## config.mk

```make
export PLATFORM = sky130hd
export DESIGN_NAME = instruction_loader
export DESIGN_NICKNAME = d
export VERILOG_FILES = /design/src/rtl/instruction_loader.sv
export SDC_FILE = /design/constraint.sdc
export NUM_CORES = 1
export LEC_CHECK = 0
export BUFFER_PORTS_ARGS = -buffer_cell sky130_fd_sc_hd__buf_2
export CAP_MARGIN = 20
export CORE_MARGIN = 1.5
export CORE_UTILIZATION = 35
export DETAILED_ROUTE_END_ITERATION = 8
export PLACE_DENSITY = 0.64
export SLEW_MARGIN = 20
export SYNTH_ARGS = -nofsm -noshare
export SYNTH_HDL_FRONTEND = slang
export SYNTH_SLANG_ARGS = --single-unit
export TNS_END_PERCENT = 1
```

## constraint.sdc

```tcl
create_clock -name clk -period 6.2 [get_ports clk]
set_input_delay 0.62 -clock clk [delete_from_list [all_inputs] [get_ports clk]]
set_output_delay 0.62 -clock clk [all_outputs]
set_load 0.005 [all_outputs]
```

## src/rtl/instruction_loader.sv

```systemverilog
// Byte-serial program loader: assembles big-endian byte pairs into 16-bit
// instruction words and writes them to sequential instruction memory addresses.
module instruction_loader #(
    parameter logic [15:0] BASE_ADDR = 16'h0000,
    parameter int          DEPTH     = 256
) (
    input  logic        clk,
    input  logic        rst,
    input  logic        start,
    input  logic [8:0]  word_count,
    input  logic [7:0]  byte_in,
    input  logic        byte_valid,
    output logic        byte_ready,
    output logic        mem_we,
    output logic [15:0] mem_address,
    output logic [15:0] mem_data,
    output logic        busy,
    output logic        done,
    output logic        error
);

    typedef enum logic [1:0] {
        IDLE   = 2'd0,
        GET_HI = 2'd1,
        GET_LO = 2'd2,
        WRITE  = 2'd3
    } state_t;

    localparam logic [9:0] DEPTH_W = 10'(DEPTH);

    state_t      r_state;
    state_t      w_state_next;
    logic [8:0]  r_index;
    logic [8:0]  r_count;
    logic [7:0]  r_hi;
    logic [7:0]  r_lo;
    logic        r_done;
    logic        r_error;

    logic        w_accept;
    logic        w_count_zero;
    logic        w_count_over;
    logic        w_start_ok;
    logic [8:0]  w_index_inc;
    logic        w_last_word;

    assign w_accept     = byte_valid & byte_ready;
    assign w_count_zero = (word_count == 9'd0);
    assign w_count_over = ({1'b0, word_count} > DEPTH_W);
    assign w_start_ok   = start & ~w_count_zero & ~w_count_over;
    assign w_index_inc  = r_index + 9'd1;
    assign w_last_word  = (w_index_inc == r_count);

    // Next-state and per-state outputs.
    always_comb begin
        w_state_next = r_state;
        byte_ready   = 1'b0;
        busy         = 1'b0;
        mem_we       = 1'b0;
        case (r_state)
            IDLE: begin
                if (w_start_ok) begin
                    w_state_next = GET_HI;
                end
            end
            GET_HI: begin
                byte_ready = 1'b1;
                busy       = 1'b1;
                if (w_accept) begin
                    w_state_next = GET_LO;
                end
            end
            GET_LO: begin
                byte_ready = 1'b1;
                busy       = 1'b1;
                if (w_accept) begin
                    w_state_next = WRITE;
                end
            end
            WRITE: begin
                busy         = 1'b1;
                mem_we       = 1'b1;
                w_state_next = w_last_word ? IDLE : GET_HI;
            end
            default: begin
                w_state_next = IDLE;
            end
        endcase
    end

    always_ff @(posedge clk) begin
        if (rst) begin
            r_state <= IDLE;
            r_index <= 9'd0;
            r_count <= 9'd0;
            r_hi    <= 8'd0;
            r_lo    <= 8'd0;
            r_done  <= 1'b0;
            r_error <= 1'b0;
        end else begin
            r_state <= w_state_next;
            case (r_state)
                IDLE: begin
                    // Rejected and empty sessions resolve here without leaving IDLE.
                    if (start) begin
                        if (w_count_zero) begin
                            r_done  <= 1'b1;
                            r_error <= 1'b0;
                        end else if (w_count_over) begin
                            r_done  <= 1'b0;
                            r_error <= 1'b1;
                        end else begin
                            r_done  <= 1'b0;
                            r_error <= 1'b0;
                            r_index <= 9'd0;
                            r_count <= word_count;
                        end
                    end
                end
                GET_HI: begin
                    if (w_accept) begin
                        r_hi <= byte_in;
                    end
                end
                GET_LO: begin
                    if (w_accept) begin
                        r_lo <= byte_in;
                    end
                end
                WRITE: begin
                    r_index <= w_index_inc;
                    if (w_last_word) begin
                        r_done <= 1'b1;
                    end
                end
                default: begin
                end
            endcase
        end
    end

    // Address arithmetic is 16-bit, so sessions near the top of memory wrap.
    assign mem_address = BASE_ADDR + {7'd0, r_index};
    assign mem_data    = {r_hi, r_lo};
    assign done        = r_done;
    assign error       = r_error;

endmodule

```

After elaboration in Yosys (flattened, before gate mapping)
Index checks and enable logic that the tools add are counted.
{"block": "word_totals", "register_bits": 38, "in_bits": 21}
{"block": "op_classes", "add_sub_neg": 1, "n_lt_le_gt_ge": 1, "eq_ne": 11, "n_mux": 18, "n_bitwise": 5, "reduce_logical": 12}
{"cell": "2-to-1 mux 9 bit", "n": 3}
{"cell": "case mux 9 bit (2 select lines)", "n": 1}
{"cell": "!= test 2 bit (second input constant)", "n": 7}
{"cell": "adder 9 x 1 -> 9 bit (second input constant)", "n": 1}
{"cell": "equality test 9 bit", "n": 1}
{"cell": "> comparator 9 bit (second input constant)", "n": 1}
{"cell": "logical NOT 9 bit", "n": 1}
{"cell": "2-to-1 mux 1 bit", "n": 9}
{"cell": "case mux 2 bit (4 select lines)", "n": 1}
{"cell": "AND reduction 4 bit", "n": 2}
{"cell": "2-to-1 mux 2 bit", "n": 3}
{"cell": "AND reduction 2 bit", "n": 3}
{"cell": "AND reduction 3 bit", "n": 2}
{"cell": "equality test 2 bit (second input constant)", "n": 2}
{"cell": "bitwise AND 1 bit", "n": 3}
{"cell": "OR reduction 3 bit", "n": 1}
{"cell": "equality test 2 x 1 -> 1 bit (second input constant)", "n": 1}
{"cell": "logical NOT 2 bit", "n": 1}
{"cell": "NOT 1 bit", "n": 2}
{"cell": "case mux 1 bit (2 select lines)", "n": 1}
{"cell": "nonzero test 2 bit", "n": 1}
{"cell": "OR reduction 2 bit", "n": 1}

Logic depth before layout (Yosys ltp)
{"block": "logic_depth", "depth_word": 6, "depth_mapped": 9, "mapped_depth_nobuf": 7}

Worst setup path after synthesis
No wires, ideal clock.
{"block": "synth_path", "kind": "input port to flip-flop", "startpoint": "in word_count[4]", "endpoint": "reg r_index[3]", "arrival_ns": 2.150, "required_time_ns": 6.109, "slack_ns": 3.959, "stages": 5, "n_path_buf": 0, "cell_sequence": "or4_4 or3_4 and3b_4 or2_4 a311oi_1"}
{"block": "synth_between", "elab_chain_cells": 3, "elab_cells_between_ends": 5}
{"element": "from (decl)", "line": "10", "rtl": "input logic [8:0] word_count,"}
{"element": "> comparator 9 bit / logical NOT 9 bit (equally long branches)", "line": "49, 48"}
{"element": "!= test 2 bit (no line)"}
{"element": "AND reduction 4 bit (no line) (*)"}
{"element": "to (signal assigned)", "line": "131", "rtl": "r_index <= w_index_inc;"}
{"element": "to (decl)", "line": "33", "rtl": "logic [8:0] r_index;"}
Every way passes the cells marked *; elsewhere a longest branch is shown, timed or not.
A chain may end at the register's enable or synchronous reset.

Worst setup path after layout
{"block": "layout_path", "startpoint": "reg r_index[0]", "endpoint": "reg r_done (netlist: done)"}
{"block": "layout_between", "elab_chain_cells": 4}
{"element": "adder 9 x 1 -> 9 bit", "line": "51", "rtl": "assign w_index_inc = r_index + 9'd1;"}
{"element": "equality test 9 bit", "line": "52", "rtl": "assign w_last_word = (w_index_inc == r_count);"}
{"element": "!= test 2 bit (no line)"}
{"element": "AND reduction 3 bit (no line)"}
{"element": "to (signal assigned)", "line": "98", "rtl": "r_done <= 1'b0;"}
{"element": "to (signal assigned)", "line": "107", "rtl": "r_done <= 1'b1;"}
{"element": "to (signal assigned)", "line": "110", "rtl": "r_done <= 1'b0;"}
{"element": "to (decl)", "line": "37", "rtl": "logic r_done;"}
Every way passes these cells.

==> results.yml <==
global_routing:
  grt_usage: 0.1529
  grt-busiest-layer: "met2"
  grt_use_met3: 0.03218
  grt_max_degree: 39
  overflow: 0
  met2_usage: 0.2414
  met1_usage: 0.2041
  grt_pass1_wl_mm: 7.500
  grt_pass1_vias: 1574
  grt_antenna_before_repair: 0
sta:
  skew_ns: 0.002248
  setup_viol: 0
  rsz0062_at_grt: "no"
  relSlewSlack: 0.5285
  finalHoldViolCount: 0
  min_period_over_period: 0.3816
  fin_crit_ns: 2.366
  worst_pin_slew_ns: 0.7072
  setup_tns_ns: 0
  slew_viol_final: 0
  timing.hold.ws_ns: 0.4531
  fmax_mhz: 422.7
cts:
  htreeDepth: 2
  cts_root_buf: "clkbuf_8"
  insertion_delay_ns: 0.29
  cts_buffer_depth: 2
  clk_pin_slew_ns: 0.07
  tritoncts: "yes"
  postCtsHoldBufs: 0
  postCtsSetupRepairBufs: 0
  cts.sinks: 38
  cts_buffers: 5
  ctsResizeCount: 0
worst_hold_path:
  hold_start: "r_lo[6]$_SDFFE_PP0P_"
  hold_path_class: "reg2reg"
  whs_path_depth: 2
  worstHoldEndpoint: "r_lo[6]$_SDFFE_PP0P_"
yosys:
  synth_async_sr_flop_share: 0
  yosysUniqueCellTypes: 48
  netlist_instances: 236
  synth_edf_count: 0
  synth_seq_cells: 38
  syn_area_um2: 2012
  syn_avg_cell_area_um2: 8.525
  synthTopCellsByArea: "dfxtp_1 38%, mux2i_1 9.5%, nor2_1 5.0%, a21oi_1 4.5%, nand3_1 4.0%"
  yosysTopAreaCellShare: 0.3781
  ys_seq_area_frac: 0.3781
  yosysTopAreaCell: "dfxtp_1"
  yosys_warnings: 0
  synth_ff_type: "dfxtp_1"
critical_path:
  required_ns: 6.44
  crit_arrival_ns: 2.60
  r2r_end: "done$_SDFFE_PP0P_"
  r2r_cells: 7
  end_kind: "flop"
  crit_start: "r_index[0]$_SDFFE_PP0P_"
  start_kind: "flop"
  rr_startpoint: "r_index[0]$_SDFFE_PP0P_"
  reg2reg_slack_ns: 3.83
  worstPathMaxFanout: 8
  worstSetupPathType: "reg2reg"
routing:
  drc: 0
  drtAntennaViolNets: 0
  routed_wl_mm: 4.575
  first_iter_violations: 76
  via_per_inst: 5.140
  first_pass_iters: 4
  wl_per_cell_um: 13.11
  num_vias: 1794
flow_run:
  cap_violations: 0
outcome:
  status: "completed"
floorplanning:
  die_h_um: 78.82
  io_pins: 58
  rows: 27
  die_w_um: 78.82
  die_area_um2: 6213
  coreArea_um2: 5540
  initial_core_util: 0.3631
place:
  place_hpwl_mm: 3.284
  gp_congestion: 0.7954
  numPortBuffers: 50
finish:
  area_delta_synth_final_pct: 16.17
  drive_gt1_frac: 0.2310
  fin_nets: 302
  nFillCells: 592
  diodes: 0
pwr:
  p_leak_nw: 1.035
  ir_worst_vdd_mv: 0.1239
  cellPowerDensity_nw_per_um2: 275.9
cell usage in the layout, fill, tap and decap left out, types with 6 or more instances in the layout:
cell type and instances:
a21oi_1 18, buf_2 50, clkbuf_8 6, conb_1 7, dfxtp_1 38, mux2i_1 19, nand2_1 20, nand3_1 16
nor2_1 27
sequential cells by signal, summed over array words and instances, names as in the netlist:
register / count
done: 1
r_count: 9
r_index: 9
r_hi: 8
r_state: 2
error: 1
r_lo: 8
worst max-delay path by stage:
stage | end | slack, ns | depth (start not counted)
3_3_place_gp | r_index[8]$_SDFFE_PP0P_ | 3.71 | 6
2_1_floorplan | r_index[3]$_SDFFE_PP0P_ | 3.96 | 5
4_1_cts | done$_SDFFE_PP0P_ | 3.83 | 7
5_1_grt | done$_SDFFE_PP0P_ | 3.65 | 7
3_5_place_dp | r_index[2]$_SDFFE_PP0P_ | 3.66 | 6
6_report | done$_SDFFE_PP0P_ | 3.83 | 7
power breakdown:
part | switching [mW] | internal [mW]
combinational | 0.102 | 0.0802
sequential | 0.0169 | 0.267
clock | 0.0884 | 0.0898
critical path, cell delays in order (launching register included):
cell      delay (ns)
dfxtp_1         0.50
ha_1            0.36
and3_1          0.33
a31oi_1         0.12
a211oi_1        0.24
nand4_1         0.16
or4b_1          0.54
nand2_1         0.07
final cells by class:
cell class / count / area (µm²) / share of cell area
multi-input cells: 176 / 1126 / 0.4818
flip-flops and latches: 38 / 760.7 / 0.3255
repair buffers: 50 / 250.2 / 0.1071
well taps: 72 / 90.09 / 0.03854
clock buffers: 7 / 86.33 / 0.03694
inverters: 5 / 18.77 / 0.008030
clock inverters: 1 / 5.005 / 0.002141
through the flow:
stage	power (mW)	worst slack, ns	cells	area, µm²	utilization
after floorplan	0.4229	3.959	242	2034	-
after global placement	0.4720	3.710	341	2246	0.4054
after CTS	0.6547	3.834	349	2337	0.4219
after detailed placement	0.4747	3.664	341	2246	0.4054
final	0.6449	3.834	349	2337	0.4219
after global routing	0.6877	3.652	349	2337	0.4219
cells by family after synthesis:
group	synth area share
other	0.001864
AOI/OAI and AO/OA	0.1430
xor gates and xnor gates	0.03483
buffers and inverters	0.07338
and+or+nand+nor	0.2432
adders and majority gates	0.03109
muxes	0.09453
DFF	0.3781
synthesized netlist by cell type (5+ instances only):
| library cell | count |
|---|---|
| a21oi_1 | 18 |
| nor2_1 | 27 |
| dfxtp_1 | 38 |
| inv_1 | 5 |
| xnor2_1 | 5 |
| nand3_1 | 16 |
| clkbuf_1 | 9 |
| o21ai_0 | 5 |
| nand2_1 | 20 |
| mux2i_1 | 19 |
| ha_1 | 5 |
| buf_4 | 8 |
| a31oi_1 | 5 |
layer usage:
metal,wire [µm],vias up,part of all wire
met3,238,8,0.052
li1,-,904,-
met5,0,-,0
met1,2147,829,0.47
met4,69,0,0.015
met2,2119,53,0.46
Note: power is estimated with default switching activity, not from simulation.
